## src/rtl/ifetch_queue_if.sv

```systemverilog
// ifetch_queue_if -- bundles every non-clock signal of the fetch stage.
//
// Signal groups
//   Instruction memory : mem_req, mem_addr (fetch -> memory)
//                        mem_gnt, mem_rvalid, mem_rdata (memory -> fetch)
//   Redirect           : redirect, redirect_pc (core -> fetch)
//   Instruction port   : inst_valid, inst_data, inst_pc (fetch -> core)
//                        inst_ready (core -> fetch)
//
// Handshake semantics (all of them, in one place):
//   * Memory request: a request is accepted only in a cycle where
//     mem_req && mem_gnt. A request that is not granted is non-binding;
//     the fetch stage may drop or change it next cycle.
//   * Memory response: mem_rvalid is a one-cycle qualifier for mem_rdata.
//     Responses come back in request order and there is no back-pressure
//     on them.
//   * Instruction port: strict valid/ready. The head entry is transferred
//     in a cycle where inst_valid && inst_ready. inst_valid, inst_data and
//     inst_pc never depend on inst_ready in the same cycle.
//
// Modports
//   master : the fetch stage (ifetch_queue)
//   slave  : the environment (memory + core, or a testbench)

interface ifetch_queue_if #(
  parameter int ADDR_W = 16,
  parameter int DATA_W = 16
);
  logic              mem_req;
  logic [ADDR_W-1:0] mem_addr;
  logic              mem_gnt;
  logic              mem_rvalid;
  logic [DATA_W-1:0] mem_rdata;
  logic              redirect;
  logic [ADDR_W-1:0] redirect_pc;
  logic              inst_valid;
  logic [DATA_W-1:0] inst_data;
  logic [ADDR_W-1:0] inst_pc;
  logic              inst_ready;

  modport master (
    output mem_req, mem_addr,
    input  mem_gnt, mem_rvalid, mem_rdata,
    input  redirect, redirect_pc,
    output inst_valid, inst_data, inst_pc,
    input  inst_ready
  );

  modport slave (
    input  mem_req, mem_addr,
    output mem_gnt, mem_rvalid, mem_rdata,
    output redirect, redirect_pc,
    input  inst_valid, inst_data, inst_pc,
    output inst_ready
  );
endinterface

```

## src/rtl/ifetch_queue.sv

```systemverilog
// ifetch_queue -- instruction-fetch stage with a prefetch queue.
//
// Issues word reads to a multi-cycle instruction memory and buffers the
// returned instructions, tagged with their addresses, in a small FIFO that
// the core drains through a valid/ready port. A redirect from the core
// flushes the FIFO, restarts fetch at redirect_pc and arranges for every
// response still in flight to be thrown away.
//
// Parameters
//   ADDR_W   : word-address width (width of every PC value)
//   DATA_W   : instruction width
//   DEPTH    : FIFO entries, and the cap on entries + outstanding requests
//              (power of two, >= 2)
//   RESET_PC : first fetch address after reset
//
// Ports
//   Clock : single clock, all state updates on the rising edge
//   Reset : synchronous, active-high
//   bus   : ifetch_queue_if.master (memory, redirect and instruction ports)
//
// Credit scheme: a request is only raised while count + outstanding < DEPTH,
// so every response that is kept is guaranteed a free FIFO slot. That is why
// the push path needs no full check.

module ifetch_queue #(
  parameter int                ADDR_W   = 16,
  parameter int                DATA_W   = 16,
  parameter int                DEPTH    = 4,
  parameter logic [ADDR_W-1:0] RESET_PC = '0
) (
  input logic            Clock,
  input logic            Reset,
  ifetch_queue_if.master bus
);

  localparam int PW = (DEPTH > 1) ? $clog2(DEPTH) : 1;
  localparam int CW = $clog2(DEPTH + 1);

  typedef logic [CW-1:0] cnt_t;
  typedef logic [PW-1:0] ptr_t;

  localparam cnt_t DEPTH_C = cnt_t'(DEPTH);

  // Architectural state
  logic [ADDR_W-1:0] fetch_pc;
  logic [ADDR_W-1:0] resp_pc;
  cnt_t              outstanding;
  cnt_t              discard;
  cnt_t              count;
  ptr_t              rd_ptr;
  ptr_t              wr_ptr;
  logic [DATA_W-1:0] data_mem [DEPTH];
  logic [ADDR_W-1:0] pc_mem   [DEPTH];

  // Next-state values
  logic [ADDR_W-1:0] fetch_pc_nxt;
  logic [ADDR_W-1:0] resp_pc_nxt;
  cnt_t              outstanding_nxt;
  cnt_t              discard_nxt;
  cnt_t              count_nxt;
  ptr_t              rd_ptr_nxt;
  ptr_t              wr_ptr_nxt;

  // Per-cycle events
  logic [CW:0] credit_used;
  logic        credit_ok;
  logic        req;
  logic        grant;
  logic        rsp_take;
  logic        push;
  logic        pop;

  // ------------------------------------------------------------------
  // Request / event decode
  // ------------------------------------------------------------------
  assign credit_used = {1'b0, count} + {1'b0, outstanding};
  assign credit_ok   = credit_used < {1'b0, DEPTH_C};

  // Holding mem_req low during a redirect keeps grant at zero in that
  // cycle, so the discard count only has to account for responses.
  assign req   = !Reset && !bus.redirect && credit_ok;
  assign grant = req && bus.mem_gnt;

  // A response with nothing outstanding is a protocol error: ignore it
  // completely so that late responses after a reset cannot corrupt state.
  assign rsp_take = bus.mem_rvalid && (outstanding != '0);

  // Kept responses go into the FIFO; stale ones (discard > 0) and any
  // response arriving in a redirect cycle are dropped.
  assign push = rsp_take && (discard == '0) && !bus.redirect;

  // The core's pop is ignored in a redirect cycle; the flush wins.
  assign pop = (count != '0) && bus.inst_ready && !bus.redirect;

  // ------------------------------------------------------------------
  // Next-state logic
  // ------------------------------------------------------------------
  always_comb begin
    fetch_pc_nxt    = fetch_pc;
    resp_pc_nxt     = resp_pc;
    outstanding_nxt = outstanding + cnt_t'(grant) - cnt_t'(rsp_take);
    discard_nxt     = discard;
    count_nxt       = count;
    rd_ptr_nxt      = rd_ptr;
    wr_ptr_nxt      = wr_ptr;

    if (bus.redirect) begin
      // Every request still in flight after this edge belongs to the old
      // path, so all of them must be discarded when they return.
      fetch_pc_nxt = bus.redirect_pc;
      resp_pc_nxt  = bus.redirect_pc;
      discard_nxt  = outstanding_nxt;
      count_nxt    = '0;
      rd_ptr_nxt   = '0;
      wr_ptr_nxt   = '0;
    end else begin
      fetch_pc_nxt = fetch_pc + ADDR_W'(grant);
      resp_pc_nxt  = resp_pc + ADDR_W'(push);
      if (rsp_take && (discard != '0)) begin
        discard_nxt = discard - cnt_t'(1);
      end
      count_nxt  = count + cnt_t'(push) - cnt_t'(pop);
      rd_ptr_nxt = rd_ptr + ptr_t'(pop);
      wr_ptr_nxt = wr_ptr + ptr_t'(push);
    end
  end

  // ------------------------------------------------------------------
  // State registers
  // ------------------------------------------------------------------
  always_ff @(posedge Clock) begin
    if (Reset) begin
      fetch_pc    <= RESET_PC;
      resp_pc     <= RESET_PC;
      outstanding <= '0;
      discard     <= '0;
      count       <= '0;
      rd_ptr      <= '0;
      wr_ptr      <= '0;
      // Storage is cleared so the head outputs read zero out of reset.
      for (int i = 0; i < DEPTH; i++) begin
        data_mem[i] <= '0;
        pc_mem[i]   <= '0;
      end
    end else begin
      fetch_pc    <= fetch_pc_nxt;
      resp_pc     <= resp_pc_nxt;
      outstanding <= outstanding_nxt;
      discard     <= discard_nxt;
      count       <= count_nxt;
      rd_ptr      <= rd_ptr_nxt;
      wr_ptr      <= wr_ptr_nxt;
      if (push) begin
        data_mem[wr_ptr] <= bus.mem_rdata;
        pc_mem[wr_ptr]   <= resp_pc;
      end
    end
  end

  // ------------------------------------------------------------------
  // Outputs: all from registered state (mem_req also sees Reset and
  // redirect). No path from mem_gnt, mem_rvalid or inst_ready.
  // ------------------------------------------------------------------
  assign bus.mem_req    = req;
  assign bus.mem_addr   = fetch_pc;
  assign bus.inst_valid = (count != '0);
  assign bus.inst_data  = data_mem[rd_ptr];
  assign bus.inst_pc    = pc_mem[rd_ptr];

endmodule

```

## src/flat_wrapper.sv

```systemverilog
// flat-port wrapper written by rule: the top's interface ports become plain ports
module ifetch_queue_flat 
#(
  parameter int                ADDR_W   = 16,
  parameter int                DATA_W   = 16,
  parameter int                DEPTH    = 4,
  parameter logic [ADDR_W-1:0] RESET_PC = '0
)
  (Clock, Reset, bus_mem_req, bus_mem_addr, bus_mem_gnt, bus_mem_rvalid, bus_mem_rdata, bus_redirect, bus_redirect_pc, bus_inst_valid, bus_inst_data, bus_inst_pc, bus_inst_ready);
  ifetch_queue_if #(.ADDR_W(ADDR_W), .DATA_W(DATA_W)) bus_i ();
  input logic Clock;
  input logic Reset;
  output wire logic [$bits(bus_i.mem_req)-1:0] bus_mem_req;
  output wire logic [$bits(bus_i.mem_addr)-1:0] bus_mem_addr;
  input wire logic [$bits(bus_i.mem_gnt)-1:0] bus_mem_gnt;
  input wire logic [$bits(bus_i.mem_rvalid)-1:0] bus_mem_rvalid;
  input wire logic [$bits(bus_i.mem_rdata)-1:0] bus_mem_rdata;
  input wire logic [$bits(bus_i.redirect)-1:0] bus_redirect;
  input wire logic [$bits(bus_i.redirect_pc)-1:0] bus_redirect_pc;
  output wire logic [$bits(bus_i.inst_valid)-1:0] bus_inst_valid;
  output wire logic [$bits(bus_i.inst_data)-1:0] bus_inst_data;
  output wire logic [$bits(bus_i.inst_pc)-1:0] bus_inst_pc;
  input wire logic [$bits(bus_i.inst_ready)-1:0] bus_inst_ready;
  assign bus_mem_req = bus_i.mem_req;
  assign bus_mem_addr = bus_i.mem_addr;
  assign bus_i.mem_gnt = bus_mem_gnt;
  assign bus_i.mem_rvalid = bus_mem_rvalid;
  assign bus_i.mem_rdata = bus_mem_rdata;
  assign bus_i.redirect = bus_redirect;
  assign bus_i.redirect_pc = bus_redirect_pc;
  assign bus_inst_valid = bus_i.inst_valid;
  assign bus_inst_data = bus_i.inst_data;
  assign bus_inst_pc = bus_i.inst_pc;
  assign bus_i.inst_ready = bus_inst_ready;
  ifetch_queue #(.ADDR_W(ADDR_W), .DATA_W(DATA_W), .DEPTH(DEPTH), .RESET_PC(RESET_PC)) u_core (.Clock(Clock), .Reset(Reset), .bus(bus_i));
endmodule
```

## config.mk

```make
export PLATFORM = sky130hd
export DESIGN_NAME = ifetch_queue_flat
export DESIGN_NICKNAME = d
export VERILOG_FILES = /design/src/rtl/ifetch_queue_if.sv /design/src/rtl/ifetch_queue.sv /design/src/flat_wrapper.sv
export SDC_FILE = /design/constraint.sdc
export NUM_CORES = 1
export LEC_CHECK = 0
export ABC_AREA = 1
export CAP_MARGIN = 20
export CELL_PAD_IN_SITES_DETAIL_PLACEMENT = 0
export CELL_PAD_IN_SITES_GLOBAL_PLACEMENT = 2
export CORE_MARGIN = 4
export CORE_UTILIZATION = 36
export CTS_CLUSTER_DIAMETER = 100
export CTS_CLUSTER_SIZE = 12
export DETAILED_ROUTE_END_ITERATION = 16
export PLACE_DENSITY_LB_ADDON = 0.1
export SLEW_MARGIN = 20
export SYNTH_ARGS = -nofsm -noshare
export SYNTH_HDL_FRONTEND = slang
export SYNTH_SLANG_ARGS = --single-unit
```

## constraint.sdc

```tcl
create_clock -name Clock -period 3 [get_ports Clock]
set_input_delay 0.6 -clock Clock [delete_from_list [all_inputs] [get_ports Clock]]
set_output_delay 0.6 -clock Clock [all_outputs]
set_load 0.01 [all_outputs]
```

==> metrics.csv <==
stage,metric,value,unit
drt,vias,6117,
sta,fin_skew,8.66,ps
setup_path,worstSetupPathType,flip-flop to output port,
global_routing,track_usage,0.173,
synth,netlist.area_leader.share,0.480,
sta,fin_crit,2810,ps
global_routing,grt_max_degree,66,
power_and_ir_drop,p_leak,0.00383,µW
synth,yosys_warnings,0,
synth,synth.distinct_cells,35,
cts,cts.clk_slew.worst_paths,60,ps
drt,via_per_inst,4.96,
sta,rsz0062_at_grt,no,
sta,slew_viol_final,0,
floorplan,start_util,0.367,
cts,ctsHtreeMaxLevel,4,
synth,yosysTopAreaCell,edfxtp_1,
cts,cts_sinks,173,
cts,root_buffer,clkbuf_16,
place,gp_congestion,0.773,
layout,stdcell_area,9900,µm²
synth,synth.area.top_cells,"edfxtp_1 (48%), dfxtp_1 (11%), nor2_1 (10%)",
synth,ys_seq_elements,173,
sta,fin_tns_setup,0,ps
layout,area_growth,23.7,%
layout,diodes,0,
place,dp_slack,140,ps
synth,syn_area,8010,µm²
cts,cts_hold_buffers,0,
place,dpl_cell_area,9360,µm²
sta,fmax,356,MHz
floorplan,core_area,21800,µm²
status,status,completed,
layout,layout_commonest_cell,nor2_1,
global_routing,grt_pass1_wl,33.4,mm
cts,cts_setup_buffers,0,
floorplan,die_w,157,µm
floorplan,pin_count,88,
drt,drt_iter0_markers,308,
synth,syn_area_per_cell,9.47,µm²
sta,post-route-period-util,0.936,
floorplan,die_h,157,µm
setup_path,arrival,2210,ps
drt,wire_per_inst,16.9,µm
sta,layout_setup_ws,191,ps
setup_path,worst_setup_path_end_kind,output port,
floorplan,die-area,24700,µm²
sta,relSlewSlack,0.481,
drt,drcViolationCount,0,
synth,yosysSeqAreaShare,0.593,
setup_path,start_kind,flip-flop,
power_and_ir_drop,ir_drop,0.364,mV
sta,worst_slew_pin_slew,777,ps
layout,nets,995,
synth,syn_nets,900,
layout,layout_common_cells,"nor2_1 (214), edfxtp_1 (128), nand2_1 (104), clkdlybuf4s50_1 (87), inv_1 (80)",
cts,clk_path_buf_depth,2,
cts,insertion_delay,420,ps
layout,drive_above_1_share,0.0955,
job,maxCapViolations,0,
floorplan,fp-row-count,54,
layout,fin_cells,1233,
setup_path,required,2400,ps
sta,hold_viol,0,
place,dp.cells,1202,
global_routing,grt-ovfl-total,0,
drt,routed_wl,20.8,mm
global_routing,antenna_found_initial,0,
drt,drtPass1Iterations,4,
power_and_ir_drop,power_density,573,nW/µm²
place,place_hpwl,13.0,mm
place,port_buffers,87,
cts,cts_made_buffers,17,
cts,cts_tree,done,
synth,syn_inst,846,
cts,cts_resized,0,
layout,num-fill-cells,2124,
global_routing,grt_pass1_vias,6389,
sta,hold_ws,524,ps
drt,drtAntennaViolNets,0,
hold_path,hold_class,flip-flop to flip-flop,
sta,setup_viol,0,
setup_path,path_max_fanout,18,
-- synthesized netlist by cell type --
| cell | n |
|---|---|
| and2_1 | 1 |
| nor2_4 | 1 |
| nand3_2 | 1 |
| edfxtp_1 | 128 |
| nand2_2 | 2 |
| o21bai_1 | 2 |
| nand2_1 | 104 |
| nand4_4 | 2 |
| o21ai_1 | 15 |
| nand3_1 | 30 |
| nand3_4 | 1 |
| nor3b_1 | 1 |
| a21oi_1 | 3 |
| inv_2 | 6 |
| xor2_1 | 9 |
| o22ai_1 | 41 |
| buf_1 | 1 |
| inv_1 | 80 |
| xnor2_1 | 4 |
| clkbuf_1 | 21 |
| ha_1 | 14 |
| nor2_2 | 1 |
| nor3_2 | 18 |
| nand4_1 | 7 |
| dfxtp_1 | 45 |
| nor2_1 | 214 |
| a21boi_0 | 1 |
| buf_2 | 15 |
| fa_1 | 2 |
| o21ai_0 | 66 |
| o32ai_1 | 1 |
| nor3_1 | 6 |
| nor2_8 | 1 |
| a31oi_1 | 1 |
| buf_4 | 1 |
-- per-layer routing --
metal | up-vias | GRT usage | part of all wire
li1 | 3028 | - | -
met5 | - | 0 | 0
met1 | 2940 | 0.224 | 0.45
met4 | 0 | 0.0414 | 0.0097
met2 | 135 | 0.305 | 0.50
met3 | 14 | 0.0300 | 0.041
-- per-stage QoR --
stage	util	power (µW)
finish	0.454	5680
global route	0.454	5940
CTS	0.454	5740
detailed placement	0.429	3660
global placement	0.429	3650
floorplan	-	3300
-- report_power, final --
part | total [µW] | internal [µW] | switching (µW)
Sequential | 2790 | 2720 | 76.9
Combinational | 807 | 331 | 475
Clock | 2080 | 1140 | 937
-- cell families after synthesis --
kind of cell,Yosys count,synth area share
AND/OR/NAND/NOR,390,0.216
flip-flops,173,0.592
AO/OA/AOI/OAI,130,0.0892
buffers and inverters,124,0.0609
adder cells (fa/ha/maj),16,0.0269
XOR/XNOR,13,0.0142
-- cell type report --
cell class,instances,area [µm²],area share
flip-flops and latches,173,4750,0.479
inverters,86,323,0.0326
well taps,280,350,0.0354
clock buffers,17,425,0.0430
multi-input cells,549,2780,0.280
repair buffers,114,1160,0.117
clock inverters,14,123,0.0124
-- critical path, stage by stage (launching register included) --
cell and delay (ps):
dfxtp_2 340, inv_2 220, buf_4 290, o21ai_0 110
o22ai_1 230, clkdlybuf4s50_1 600
-- sequential cells by signal, summed over array words and instances, names as in the netlist --
signal / count
u_core.bus.mem_addr: 16
u_core.count: 3
u_core.data_mem: 64
u_core.discard: 3
u_core.outstanding: 3
u_core.pc_mem: 64
u_core.rd_ptr: 2
u_core.resp_pc: 16
u_core.wr_ptr: 2
-- path summary, 6_finish.rpt --
path / from / to / slack (ps) / cells past startpoint
min: u_core.discard[1]$_SDFFE_PP0P_ / u_core.discard[1]$_SDFFE_PP0P_ / 520 / 2
max: u_core.rd_ptr[0]$_SDFF_PP0_ / bus_inst_pc[4] / 190 / 5
max reg2reg: u_core.outstanding[2]$_SDFF_PP0_ / u_core.bus.mem_addr[9]$_SDFF_PP0_ / 620 / 13
min reg2reg: u_core.discard[1]$_SDFFE_PP0P_ / u_core.discard[1]$_SDFFE_PP0P_ / 520 / 2
No activity file was read; power rests on OpenSTA's default activity.
